--- src/rtl/load_access_unit_if.sv ---
// Bundle of the load unit's request, data-bus and response channels.
// The slave modport is the load unit; master is the pipeline/bus side.
interface load_access_unit_if #(
  parameter int unsigned DATA_W = 32,
  parameter int unsigned ADDR_W = 32,
  parameter int unsigned TAG_W  = 5
);
  logic              req_valid;
  logic              req_ready;
  logic [ADDR_W-1:0] req_addr;
  logic [2:0]        req_type;
  logic [TAG_W-1:0]  req_tag;
  logic              flush;
  logic              mem_rd_en;
  logic [ADDR_W-1:0] mem_addr;
  logic              mem_ack;
  logic [DATA_W-1:0] mem_rdata;
  logic              resp_valid;
  logic              resp_ready;
  logic [DATA_W-1:0] resp_data;
  logic [TAG_W-1:0]  resp_tag;
  logic              resp_exc;

  modport master (
    output req_valid, req_addr, req_type, req_tag, flush,
    output mem_ack, mem_rdata, resp_ready,
    input  req_ready, mem_rd_en, mem_addr, resp_valid, resp_data, resp_tag, resp_exc
  );

  modport slave (
    input  req_valid, req_addr, req_type, req_tag, flush,
    input  mem_ack, mem_rdata, resp_ready,
    output req_ready, mem_rd_en, mem_addr, resp_valid, resp_data, resp_tag, resp_exc
  );
endinterface

--- src/rtl/load_access_unit.sv ---
// MEM-stage load unit: alignment check, aligned bus read, lane extraction with
// sign/zero extension, and a valid/ready response with flush support.
module load_access_unit #(
  parameter int unsigned DATA_W = 32,
  parameter int unsigned ADDR_W = 32,
  parameter int unsigned TAG_W  = 5
) (
  input logic              clk,
  input logic              reset,
  load_access_unit_if.slave bus
);
  localparam int unsigned LB = (DATA_W == 64) ? 3 : 2;

  localparam logic [2:0] T_FULL = 3'b000;
  localparam logic [2:0] T_LB   = 3'b001;
  localparam logic [2:0] T_LBU  = 3'b010;
  localparam logic [2:0] T_LH   = 3'b011;
  localparam logic [2:0] T_LHU  = 3'b100;
  localparam logic [2:0] T_LW   = 3'b101;
  localparam logic [2:0] T_LWU  = 3'b110;

  typedef enum logic [1:0] {IDLE, MEM, DRAIN, RESP} state_t;

  state_t        state;
  logic [LB-1:0] off;
  logic [2:0]    ltype;

  logic              req_ok_c;
  logic [31:0]       lane_c;
  logic [DATA_W-1:0] ext_c;

  // Legal type with a naturally aligned address; word loads need a 64-bit bus.
  always_comb begin
    req_ok_c = 1'b0;
    case (bus.req_type)
      T_FULL:       req_ok_c = (bus.req_addr[LB-1:0] == '0);
      T_LB, T_LBU:  req_ok_c = 1'b1;
      T_LH, T_LHU:  req_ok_c = ~bus.req_addr[0];
      T_LW, T_LWU:  req_ok_c = (DATA_W == 64) && (bus.req_addr[1:0] == 2'b00);
      default:      req_ok_c = 1'b0;
    endcase
  end

  assign lane_c = 32'(bus.mem_rdata >> {off, 3'b000});

  always_comb begin
    ext_c = bus.mem_rdata;
    case (ltype)
      T_LB:    ext_c = DATA_W'($signed(lane_c[7:0]));
      T_LBU:   ext_c = DATA_W'(lane_c[7:0]);
      T_LH:    ext_c = DATA_W'($signed(lane_c[15:0]));
      T_LHU:   ext_c = DATA_W'(lane_c[15:0]);
      T_LW:    ext_c = DATA_W'($signed(lane_c[31:0]));
      T_LWU:   ext_c = DATA_W'(lane_c[31:0]);
      default: ext_c = bus.mem_rdata;
    endcase
  end

  always_ff @(posedge clk or posedge reset) begin
    if (reset) begin
      state          <= IDLE;
      off            <= '0;
      ltype          <= '0;
      bus.req_ready  <= 1'b1;
      bus.mem_rd_en  <= 1'b0;
      bus.mem_addr   <= '0;
      bus.resp_valid <= 1'b0;
      bus.resp_data  <= '0;
      bus.resp_tag   <= '0;
      bus.resp_exc   <= 1'b0;
    end else begin
      case (state)
        IDLE: begin
          if (bus.req_valid && !bus.flush) begin
            bus.req_ready <= 1'b0;
            off           <= bus.req_addr[LB-1:0];
            ltype         <= bus.req_type;
            bus.resp_tag  <= bus.req_tag;
            bus.mem_addr  <= {bus.req_addr[ADDR_W-1:LB], LB'(0)};
            if (req_ok_c) begin
              state         <= MEM;
              bus.mem_rd_en <= 1'b1;
            end else begin
              state          <= RESP;
              bus.resp_valid <= 1'b1;
              bus.resp_exc   <= 1'b1;
              bus.resp_data  <= '0;
            end
          end
        end
        MEM: begin
          if (bus.mem_ack) begin
            bus.mem_rd_en <= 1'b0;
            if (bus.flush) begin
              state         <= IDLE;
              bus.req_ready <= 1'b1;
            end else begin
              state          <= RESP;
              bus.resp_valid <= 1'b1;
              bus.resp_exc   <= 1'b0;
              bus.resp_data  <= ext_c;
            end
          end else if (bus.flush) begin
            state <= DRAIN;
          end
        end
        // Bus reads cannot be cancelled: wait out the ack and drop the data.
        DRAIN: begin
          if (bus.mem_ack) begin
            state         <= IDLE;
            bus.mem_rd_en <= 1'b0;
            bus.req_ready <= 1'b1;
          end
        end
        RESP: begin
          if (bus.flush || bus.resp_ready) begin
            state          <= IDLE;
            bus.resp_valid <= 1'b0;
            bus.resp_exc   <= 1'b0;
            bus.req_ready  <= 1'b1;
          end
        end
        default: state <= IDLE;
      endcase
    end
  end
endmodule

--- src/flat_wrapper.sv ---
// flat-port wrapper written by rule: the top's interface ports become plain ports
module load_access_unit_flat 
#(
  parameter int unsigned DATA_W = 32,
  parameter int unsigned ADDR_W = 32,
  parameter int unsigned TAG_W  = 5
)
  (clk, reset, bus_req_valid, bus_req_addr, bus_req_type, bus_req_tag, bus_flush, bus_mem_ack, bus_mem_rdata, bus_resp_ready, bus_req_ready, bus_mem_rd_en, bus_mem_addr, bus_resp_valid, bus_resp_data, bus_resp_tag, bus_resp_exc);
  load_access_unit_if #(.DATA_W(DATA_W), .ADDR_W(ADDR_W), .TAG_W(TAG_W)) bus_i ();
  input logic clk;
  input logic reset;
  input wire logic [$bits(bus_i.req_valid)-1:0] bus_req_valid;
  input wire logic [$bits(bus_i.req_addr)-1:0] bus_req_addr;
  input wire logic [$bits(bus_i.req_type)-1:0] bus_req_type;
  input wire logic [$bits(bus_i.req_tag)-1:0] bus_req_tag;
  input wire logic [$bits(bus_i.flush)-1:0] bus_flush;
  input wire logic [$bits(bus_i.mem_ack)-1:0] bus_mem_ack;
  input wire logic [$bits(bus_i.mem_rdata)-1:0] bus_mem_rdata;
  input wire logic [$bits(bus_i.resp_ready)-1:0] bus_resp_ready;
  output wire logic [$bits(bus_i.req_ready)-1:0] bus_req_ready;
  output wire logic [$bits(bus_i.mem_rd_en)-1:0] bus_mem_rd_en;
  output wire logic [$bits(bus_i.mem_addr)-1:0] bus_mem_addr;
  output wire logic [$bits(bus_i.resp_valid)-1:0] bus_resp_valid;
  output wire logic [$bits(bus_i.resp_data)-1:0] bus_resp_data;
  output wire logic [$bits(bus_i.resp_tag)-1:0] bus_resp_tag;
  output wire logic [$bits(bus_i.resp_exc)-1:0] bus_resp_exc;
  assign bus_i.req_valid = bus_req_valid;
  assign bus_i.req_addr = bus_req_addr;
  assign bus_i.req_type = bus_req_type;
  assign bus_i.req_tag = bus_req_tag;
  assign bus_i.flush = bus_flush;
  assign bus_i.mem_ack = bus_mem_ack;
  assign bus_i.mem_rdata = bus_mem_rdata;
  assign bus_i.resp_ready = bus_resp_ready;
  assign bus_req_ready = bus_i.req_ready;
  assign bus_mem_rd_en = bus_i.mem_rd_en;
  assign bus_mem_addr = bus_i.mem_addr;
  assign bus_resp_valid = bus_i.resp_valid;
  assign bus_resp_data = bus_i.resp_data;
  assign bus_resp_tag = bus_i.resp_tag;
  assign bus_resp_exc = bus_i.resp_exc;
  load_access_unit #(.DATA_W(DATA_W), .ADDR_W(ADDR_W), .TAG_W(TAG_W)) u_core (.clk(clk), .reset(reset), .bus(bus_i));
endmodule
--- config.mk ---
export PLATFORM = sky130hd
export DESIGN_NAME = load_access_unit_flat
export DESIGN_NICKNAME = d
export VERILOG_FILES = /design/src/rtl/load_access_unit_if.sv /design/src/rtl/load_access_unit.sv /design/src/flat_wrapper.sv
export SDC_FILE = /design/constraint.sdc
export NUM_CORES = 1
export LEC_CHECK = 0
export ABC_AREA = 1
export ABC_CLOCK_PERIOD_IN_PS = 4100
export BUFFER_PORTS_ARGS = -buffer_cell sky130_fd_sc_hd__buf_2
export CAP_MARGIN = 20
export CORE_ASPECT_RATIO = 0.5
export CORE_MARGIN = 10
export CORE_UTILIZATION = 55
export DETAILED_ROUTE_END_ITERATION = 6
export PLACE_DENSITY = 0.86
export REMOVE_ABC_BUFFERS = 1
export SLEW_MARGIN = 20
export SYNTH_ARGS = -nofsm -noshare
export SYNTH_HDL_FRONTEND = slang
export SYNTH_SLANG_ARGS = --single-unit
--- constraint.sdc ---
create_clock -name clk -period 4.1 [get_ports clk]
set_clock_uncertainty 0.05 [all_clocks]
set_input_delay 0.41 -clock clk [delete_from_list [all_inputs] [get_ports clk]]
set_output_delay 0.41 -clock clk [all_outputs]
set_load 0.01 [all_outputs]
---- After elaboration in Yosys (flattened, before gate mapping) ----
Index checks and enable logic that the tools add are counted.
word-level totals
  bits in registers ....................... 78
  bits of input ports ..................... 78
  output and inout bits ................... 73
  logic and storage cells ................. 88
cells by class
  equal/unequal tests ..................... 23
  shift operators ......................... 1
  multiplexer cells ....................... 34
  bitwise gates (word level) .............. 1
  reduce and logical (&&, ||, !) cells .... 19
operators by type and width
  cell                count
  $pmux 32 s5         1
  $mux 32             4
  $pmux 32 s2         1
  $shr 32x5->32       1
  $mux 1              15
  $mux 2              7
  $eq 3x2->1 const B  4
  $eq 3x3->1 const B  4
  $ne 2x2->1 const B  5
  $reduce_and 5->1    2
  $pmux 1 s3          3
  $ne 2x1->1 const B  4
  $pmux 2 s4          1
  $reduce_and 4->1    2
  $reduce_or 2->1     4
  $eq 3x1->1 const B  2
  $reduce_and 6->1    1
  $eq 2x2->1 const B  2
  $logic_not 2->1     2
  $pmux 1 s4          1
  $reduce_bool 2->1   2
  $logic_not 3->1     1
  $ne 3x3->1 const B  1
  $reduce_bool 3->1   1
  other kinds (7)     7

---- Logic depth before layout (Yosys ltp) ----
  depth after elaboration ................. 6
  mapped depth ............................ 12
  mapped depth without buffers ............ 10

---- Worst setup path before layout ----
No wires, ideal clock.
  kind .................................... flip-flop to flip-flop
  start point ............................. register u_core.state[0]
  end point ............................... register u_core.bus.resp_data[24]
  setup time .............................. 116 ps
  data arrival time ....................... 1452 ps
  required time ........................... 3934 ps
  slack ................................... 2481 ps
  stages on the path, launching flop included .. 11
  path buffers ............................ 1
  clock period less this slack ............ 1619 ps
  path through ............................ dfrtp_1 -> inv_1 -> ha_1 -> inv_2 -> nor2_1 -> nand3_2 -> nand2_4 -> nor2_8 -> buf_6 -> nand2_1 -> nand2_1
on the way
  word-level cells in the longest chain between the ends .. 3
  elaborated cells on any way between the ends .. 9
  those cells by class .................... eq/ne (5); mux (1); reduce/logical (3)
ends and longest elaborated chain
  element                                               line                       text
  start, declared                                       load_access_unit.sv:24     state_t state;
  start signal, assigned                                load_access_unit.sv:61     state <= IDLE;
  start signal, assigned                                load_access_unit.sv:81     state <= MEM;
  start signal, assigned                                load_access_unit.sv:84     state <= RESP;
  $eq 2x1->1 / $logic_not 2->1 (equally long branches)  load_access_unit.sv:72     case (state)
  $ne 2x2->1 (no line), or another cell as far along    -
  $reduce_and 5->1 (no line)                            -
  end signal, assigned                                  load_access_unit.sv:101    bus.resp_data <= ext_c;
  end, declared                                         load_access_unit_if.sv:33  output req_ready, mem_rd_en, mem_addr, resp_valid, resp_data, resp_tag, resp_exc
Several ways; a longest one is shown, not always the timed one.
A chain may end at the register's enable or synchronous reset.

---- Final worst setup path ----
  start point ............................. register u_core.state[1]
  end point ............................... register u_core.bus.resp_data[20]
Same word-level chain as after synthesis.

==> impl_metrics.tcl <==
set metrics [dict create \
    grt.overflow.total 0 \
    drtIter0Drc 422 \
    grt_use_met2_pct 35.15 \
    setup_viol 0 \
    fmax_ghz 0.4449 \
    grt_setup_unrepaired "false" \
    via_count 4350 \
    num_antenna_cells 0 \
    cpLargestDelayFamily "simple AND/OR/NAND/NOR gates" \
    drv_cap 0 \
    ys_warn_count 0 \
    cts_root_buffer "clkbuf_16" \
    cts-htree-levels 3 \
    final_hold_viol_count 0 \
    critPathLaunch "u_core.state[1]" \
    layout_common_cells "277 x nand2_1, 148 x buf_2, 77 x dfrtp_1, 57 x nand3_1, 35 x mux2_2" \
    criticalPathCategory "flip-flop to flip-flop" \
    tns_ns 0 \
    clock_sinks 78 \
    synth_top_area_share_pct 42.47 \
    slew_headroom_pct 54.32 \
    drive_gt1_share_pct 30.77 \
    dieWidth_um 148.4 \
    end_kind "flip-flop" \
    clock_path_buffers 2 \
    cts_tree "built" \
    vias_per_cell 5.179 \
    grt_max_degree 46 \
    post_cts_buffers 0 \
    synthCells 592 \
    power_density_nw_per_um2 790.9 \
    place.gp.congestion 0.8514 \
    num-nets-final 807 \
    met3_usage_pct 6.317 \
    met1_usage_pct 22.75 \
    critPathMaxStageDelay_ns 0.43 \
    period_minus_slack_ns 2.247 \
    wl_mm 12.73 \
    cts_resized 0 \
    drv_slew 0 \
    area_growth_pct 22.56 \
    antenna_found_initial 0 \
    required_ns 4.33 \
    dieArea_um2 12500 \
    io_pins 151 \
    tightest_slew_ns 0.6852 \
    worstSetupStartpointType "flip-flop" \
    setup_ws_ns 1.853 \
    clock_latency_ns 0.34 \
    critPathBufInv 2 \
    grt-busiest-layer "met2" \
    clk_pin_slew_ns 0.06 \
    ctsHoldBuffers 0 \
    synth_area_leaders "dfrtp_1 42%, nand2_1 23%, mux2_2 8.7%" \
    syn_area_um2 4537 \
    vdd_drop_max_v 0.0004677 \
    initial_core_util_pct 56.71 \
    crit_chain "inv_1 -> ha_1 -> nand3_1 -> nand2_1 -> inv_1 -> nor2_2 -> nand2_4 -> nor2_8 -> nand2_1 -> nand2_1" \
    ys_ff_latch 78 \
    cp_common_cell "nand2_1" \
    io_buffers 148 \
    rows 23 \
    dpl.hpwl_mm 9.029 \
    timing.rr.start "u_core.state[1]" \
    power_mw 4.397 \
    die_y_um 84.22 \
    dr.pass1.iters 5 \
    path_max_fanout 33 \
    yosysSeqAreaShare_pct 43.05 \
    crit_arrival_ns 2.47 \
    status "complete, no violations" \
    cts_buffers 9 \
    hp-class "primary input to async pin" \
    synth_cell_types 30 \
    period_share_pct 54.82 \
    drc 0 \
    place_ws_ns 1.628 \
    grt_pass1_wl_mm 20.82 \
    syn_area_per_cell_um2 7.664 \
    slowest_stage "nor2_8" \
    layout_commonest_cell "nand2_1" \
    grt_pass1_vias 4338 \
    ant_nets 0 \
    fp.coreArea_um2 8000 \
    grt_use_total_pct 20.04 \
    yosys.area.top_type "dfrtp_1" \
    wl_per_cell_um 15.16 \
    p_leak_nw 3.213 \
]
state kept, by name, summed over array words and instances (netlist names):
signal / cells
u_core.off: 2
u_core.bus.resp_valid: 1
u_core.bus.req_ready: 1
u_core.bus.resp_exc: 1
u_core.bus.resp_data: 32
u_core.state: 2
u_core.bus.resp_tag: 5
u_core.bus.mem_addr: 30
u_core.ltype: 3
u_core.bus.mem_rd_en: 1
logic make-up after synthesis:
| group | Yosys count | share of synthesized area, % |
|---|---|---|
| compound gates | 19 | 2.096 |
| flops | 78 | 43.05 |
| mux | 35 | 8.687 |
| simple gates | 388 | 36.71 |
| buf+inv | 65 | 7.722 |
| fa+ha+maj | 6 | 1.655 |
| other cells | 1 | 0.08266 |
cell usage after synthesis (all sizes together):
cell type  count
nand2        283
dfrtp         77
nand3         63
mux2          35
inv           33
buf           30
nor2          28
o21ai         14
nand4         10
ha             6
a21oi          5
clkbuf         2
and2           1
conb           1
dfstp          1
nand3b         1
nor3           1
nor3b          1
path summary, 6_finish.rpt:
kind                                             to  slack, ns  cells past startpoint
min in group clk             u_core.bus.mem_addr[2]       0.25                      2
max in group asynchronous  u_core.bus.resp_data[16]       2.94                      3
setup reg to reg           u_core.bus.resp_data[20]       1.85                     10
hold reg to reg            u_core.bus.resp_data[31]       0.42                      2
hold / removal               u_core.bus.mem_addr[2]       0.07                      2
setup / recovery           u_core.bus.resp_data[20]       1.85                     10
per-stage QoR:
step	cell area, µm²	utilization [%]	hold WS (ns)	std cells
after global placement	5216	65.20	0.4045	823
after detailed placement	5216	65.20	0.4105	823
after global routing	5560	69.50	0.1107	840
after CTS	5540	69.25	0.08406	839
after floorplan	4319	-	0.4423	561
final	5560	69.50	0.07174	840
where the power goes:
part           internal (mW)  switching, mW
Sequential              1.09          0.203
Combinational          0.816           1.41
Clock                  0.551          0.325
Total                   2.46           1.94
routing by layer:
| layer | routed length [µm] | share of wire (%) |
|---|---|---|
| met5 | 0 | 0 |
| met1 | 5104 | 40 |
| met3 | 967 | 7.6 |
| met2 | 6436 | 51 |
| met4 | 224 | 1.8 |
layout make-up:
class	instances	area, µm²
Sequential cell	78	1953
Timing Repair Buffer	151	775.7
Clock inverter	5	81.33
Clock buffer	11	242.7
Inverter	33	130.1
Tap cell	112	140.1
Multi-Input combinational cell	450	2237
Fill cell	690	2440
Note: power is estimated with default switching activity, not from simulation.
